`src/rtl/edge_event_arbiter.sv`:
```
// Edge detector with per-channel pending flags and a round-robin event port.
// Define EDGE_EVENT_ARBITER_OVERFLOW_EN to add sticky OVERFLOW flags and OVF_CLR.
module edge_event_arbiter #(
   parameter  int NUM_CH = 4,
   localparam int CH_W   = $clog2(NUM_CH)
) (
   input  logic              CLK,
   input  logic              RST,
   input  logic [NUM_CH-1:0] SAMPLE_IN,
   input  logic [NUM_CH-1:0] RISE_EN,
   input  logic [NUM_CH-1:0] FALL_EN,
   output logic              EVT_VALID,
   input  logic              EVT_READY,
   output logic [CH_W-1:0]   EVT_CH,
   output logic              EVT_RISE,
   output logic [NUM_CH-1:0] PENDING
`ifdef EDGE_EVENT_ARBITER_OVERFLOW_EN
   ,
   output logic [NUM_CH-1:0] OVERFLOW,
   input  logic              OVF_CLR
`endif
);

   typedef enum logic {IDLE, OFFER} state_t;

   state_t            state;
   logic [NUM_CH-1:0] s_old, s_new;
   logic [NUM_CH-1:0] rise, fall, hit, acc, ptype, req;
   logic [CH_W-1:0]   last, base, win;
   logic [CH_W:0]     idx;
   logic              win_ok, hs;

   assign rise = ~s_old & s_new;
   assign fall = s_old & ~s_new;
   assign hit  = (rise & RISE_EN) | (fall & FALL_EN);
   assign hs   = EVT_VALID & EVT_READY;

   always_comb begin
      acc = '0;
      if (hs) acc[EVT_CH] = 1'b1;
   end

   // In OFFER the search restarts after the channel being accepted.
   always_comb begin
      base   = (state == OFFER) ? EVT_CH : last;
      req    = (state == OFFER) ? (PENDING & ~acc) : PENDING;
      win    = '0;
      win_ok = 1'b0;
      idx    = '0;
      for (int i = 1; i <= NUM_CH; i++) begin
         idx = {1'b0, base} + (CH_W+1)'(i);
         if (idx >= (CH_W+1)'(NUM_CH))
            idx = idx - (CH_W+1)'(NUM_CH);
         if (!win_ok && req[idx[CH_W-1:0]]) begin
            win_ok = 1'b1;
            win    = idx[CH_W-1:0];
         end
      end
   end

   always_ff @(posedge CLK) begin
      if (RST) begin
         s_old   <= '0;
         s_new   <= '0;
         PENDING <= '0;
         ptype   <= '0;
      end else begin
         s_old <= s_new;
         s_new <= SAMPLE_IN;
         for (int i = 0; i < NUM_CH; i++) begin
            if (hit[i] && (!PENDING[i] || acc[i])) begin
               PENDING[i] <= 1'b1;
               ptype[i]   <= rise[i];
            end else if (acc[i]) begin
               PENDING[i] <= 1'b0;
            end
         end
      end
   end

   always_ff @(posedge CLK) begin
      if (RST) begin
         state     <= IDLE;
         EVT_VALID <= 1'b0;
         EVT_CH    <= '0;
         EVT_RISE  <= 1'b0;
         last      <= CH_W'(NUM_CH - 1);
      end else begin
         case (state)
            IDLE: begin
               if (win_ok) begin
                  state     <= OFFER;
                  EVT_VALID <= 1'b1;
                  EVT_CH    <= win;
                  EVT_RISE  <= ptype[win];
               end
            end
            OFFER: begin
               if (hs) begin
                  last <= EVT_CH;
                  if (win_ok) begin
                     EVT_CH   <= win;
                     EVT_RISE <= ptype[win];
                  end else begin
                     state     <= IDLE;
                     EVT_VALID <= 1'b0;
                  end
               end
            end
            default: state <= IDLE;
         endcase
      end
   end

`ifdef EDGE_EVENT_ARBITER_OVERFLOW_EN
   logic [NUM_CH-1:0] dropped;

   assign dropped = hit & PENDING & ~acc;

   // A drop in the same cycle as OVF_CLR must remain visible.
   always_ff @(posedge CLK) begin
      if (RST)
         OVERFLOW <= '0;
      else
         OVERFLOW <= dropped | (OVF_CLR ? '0 : OVERFLOW);
   end
`endif

endmodule

```
`config.mk`:
```
export PLATFORM = sky130hd
export DESIGN_NAME = edge_event_arbiter
export DESIGN_NICKNAME = d
export VERILOG_FILES = /design/src/rtl/edge_event_arbiter.sv
export SDC_FILE = /design/constraint.sdc
export NUM_CORES = 1
export LEC_CHECK = 0
export BUFFER_PORTS_ARGS = -buffer_cell sky130_fd_sc_hd__buf_2
export CORE_UTILIZATION = 35
export CTS_CLUSTER_DIAMETER = 80
export DETAILED_ROUTE_END_ITERATION = 8
export GPL_ROUTABILITY_DRIVEN = 0
export GPL_TIMING_DRIVEN = 0
export HOLD_SLACK_MARGIN = 0.12
export SETUP_SLACK_MARGIN = 0.2
export SYNTH_ARGS = -nofsm -noshare
export SYNTH_HDL_FRONTEND = slang
export SYNTH_SLANG_ARGS = --single-unit
```
`constraint.sdc`:
```
create_clock -name CLK -period 3 [get_ports CLK]
set_input_delay 0.15 -clock CLK [delete_from_list [all_inputs] [get_ports CLK]]
set_output_delay 0.15 -clock CLK [all_outputs]
set_load 0.005 [all_outputs]
```
==> impl_metrics.env <==
export IMPL_drive_above_1_share=0.219
export IMPL_drtAntennaViolNets=0
export IMPL_cts_resized=0
export IMPL_cts_sinks=23
export IMPL_die_h_um=58.4
export IMPL_final_cell_mix="buf_2 (25), dfxtp_1 (23), a21oi_1 (17)"
export IMPL_grt_pass1_vias=924
export IMPL_synthAdderAreaFrac=0
export IMPL_pre_cts_slack_ps=884
export IMPL_via_count=1002
export IMPL_crit_arrival_ps=2360
export IMPL_critical_path_cell_chain="buf_2 -> inv_1 -> o41a_1 -> a2111oi_4 -> or2b_2 -> mux2i_1 -> nor2_1"
export IMPL_end_kind="register"
export IMPL_p_switching_uw=186
export IMPL_outcome="completed"
export IMPL_drc=0
export IMPL_internal_power_uw=443
export IMPL_syn_cell_area_sq_um=1110
export IMPL_yosysTopAreaCellShare=0.413
export IMPL_setup_viol=0
export IMPL_r2r_start="EVT_CH[1]$_SDFFE_PP0P_"
export IMPL_hp_class="primary input to register"
export IMPL_final_cell_area_sq_um=1370
export IMPL_ys_seq_area_frac=0.413
export IMPL_firstDrtPassIters=4
export IMPL_grt_ovfl_total=0
export IMPL_ys_types=36
export IMPL_total_leakage_power_nw=0.562
export IMPL_die_w_um=58.4
export IMPL_area_growth_pct=22.7
export IMPL_cts_tree="done"
export IMPL_die_area_sq_um=3410
export IMPL_rsz0062_at_grt="no"
export IMPL_drtIter0Drc=60
export IMPL_synth_nets=143
export IMPL_vias_per_cell=4.91
export IMPL_p_comb_frac=0.225
export IMPL_slew_headroom=0.659
export IMPL_grt_start_max_net_pins=14
export IMPL_avgRoutedWirePerCell_um=11.7
export IMPL_ir_worst_vdd_uv=302
export IMPL_cts_reportedPaths_clkPinSlew_ps=130
export IMPL_hpwlAfterDp_um=1810
export IMPL_fmax_ghz=0.464
export IMPL_htree_levels=1
export IMPL_synth_seq_cells=23
export IMPL_diodes=0
export IMPL_finalHoldViolCount=0
export IMPL_cpMaxStageDelayCell="o41a_1"
export IMPL_power_total_uw=629
export IMPL_grt_first_pass_wirelength_um=3920
export IMPL_cp_max_fo=10
export IMPL_rows=20
export IMPL_clock_latency_ps=310
export IMPL_skew_ps=4.35
export IMPL_yosysWarnings=0
export IMPL_synthCells=128
export IMPL_post_route_period_util=0.718
export IMPL_nNetsFinal=176
export IMPL_power_frac_clock=0.225
export IMPL_setup_tns_final_ps=0
export IMPL_synth_xor_area_frac=0
export IMPL_wirelength_um=2390
export IMPL_hp_start="FALL_EN[1]"
export IMPL_fin_cells=204
export IMPL_postCtsSetupBuffers=0
export IMPL_ios=23
export IMPL_crit_path_start="EVT_CH[1]$_SDFFE_PP0P_"
export IMPL_coreArea_sq_um=3030
export IMPL_cp_num_buf_inv=2
export IMPL_port_buffers=22
export IMPL_grt_usage=0.150
export IMPL_initial_core_util=0.368
export IMPL_synth_compound_area_frac=0.210
export IMPL_min_period_ps=2150
export IMPL_critical_path_required_ps=3200
export IMPL_clockBufferDepth=2
export IMPL_power_frac_seq=0.550
export IMPL_synthSimpleGateAreaFrac=0.263
export IMPL_critical_path_startpoint_type="register"
export IMPL_async_flop_share=0
export IMPL_crit_type="register to register"
export IMPL_yosys_top_cells_area="dfxtp_1 (41%), a21oi_1 (7.6%), nor2b_1 (6.7%)"
export IMPL_critical_path_top_delay_family="compound AO/OA/AOI/OAI gates"
export IMPL_synth_ff_type="dfxtp_1"
export IMPL_tightest_slew_ps=509
export IMPL_drv_slew=0
export IMPL_maxCapViolations=0
export IMPL_slowest_delay_ps=490
export IMPL_syn_area_per_cell_sq_um=8.70
export IMPL_final_common_cell="buf_2"
export IMPL_fin_ws_ps=845
export IMPL_yosys_area_top_type="dfxtp_1"
export IMPL_synth_top_family_by_area="simple AND/OR/NAND/NOR gates"
export IMPL_sw_frac_of_total=0.296
export IMPL_root_buffer="clkbuf_4"
export IMPL_grt_antenna_before_repair=0
export IMPL_synth_mux_area_frac=0.0831
export IMPL_p_per_area_nw_per_um2=460
export IMPL_cts_buffers=3
export IMPL_placed_cells=194
export IMPL_place_area_sq_um=1280
export IMPL_synth_edf_count=0
==> what timing repair did <==
item	4_1_cts	5_1_grt
endpoints found under the setup margin	0	0
hold buffers	6	0
hold endpoints to repair	6	0
==> tightest hold or removal path, delay by kind of cell <==
| kind | cells | cell delay, ps |
|---|---|---|
| buf+inv | 1 | 90 |
| compound gates | 1 | 140 |
| simple gates | 2 | 110 |
==> synthesized netlist by cell type, types with 2 or more instances <==
cell type and number:
clkbuf_1 2, dfxtp_1 23, nor2b_1 12, nand3_1 8
inv_1 2, mux2_2 2, nor2_1 10, nand2_1 11
o31ai_1 2, o221ai_1 3, nor3_1 4, buf_2 3
a21oi_1 17, mux2i_1 7
==> power by group through the flow <==
stage,Combinational [mW],Sequential (mW),Clock (mW)
floorplan,0.0974,0.348,0
global placement,0.132,0.352,0
detailed placement,0.134,0.353,0
CTS,0.141,0.345,0.146
global route,0.156,0.349,0.162
finish,0.141,0.346,0.142
==> routing by layer <==
layer | global-route usage | up-vias | share of wire
met3 | 0.0286 | 4 | 0.032
met4 | 0.0510 | 0 | 0.015
met1 | 0.193 | 445 | 0.51
met5 | 0 | - | 0
li1 | - | 534 | -
met2 | 0.251 | 19 | 0.45
==> worst paths after layout <==
kind	to	depth (start not counted)	slack (ps)
setup / recovery	EVT_CH[1]$_SDFFE_PP0P_	7	850
hold / removal	ptype[1]$_SDFFE_PP0P_	4	220
hold reg to reg	s_old[3]$_SDFF_PP0_	1	510
setup reg to reg	EVT_CH[1]$_SDFFE_PP0P_	7	850
==> sequential cells by signal (all words and copies together), names as in the netlist <==
signal / cells
PENDING: 4
ptype: 4
s_new: 4
s_old: 4
EVT_CH: 2
last: 2
EVT_RISE: 1
EVT_VALID: 1
state: 1
==> logic make-up after synthesis <==
logic type / count (synthesis)
buffers and inverters: 8
DFF: 23
AOI/OAI and AO/OA: 33
and+or+nand+nor: 55
muxes: 9
==> area by class of cell <==
class	count	area (sq um)
clock inverters	1	5.00
plain buffers	5	22.5
repair buffers	28	170
multi-input cells	97	619
flip-flops and latches	23	460
fillers	301	1660
well taps	44	55.1
inverters	3	11.3
clock buffers	3	22.5
==> through the flow <==
step | hold WS (ps) | utilization
finish | 220 | 0.451
CTS | 217 | 0.451
floorplan | 265 | -
global placement | 358 | 0.422
detailed placement | 363 | 0.422
global route | 210 | 0.451
Note: power is estimated with default switching activity, not from simulation.
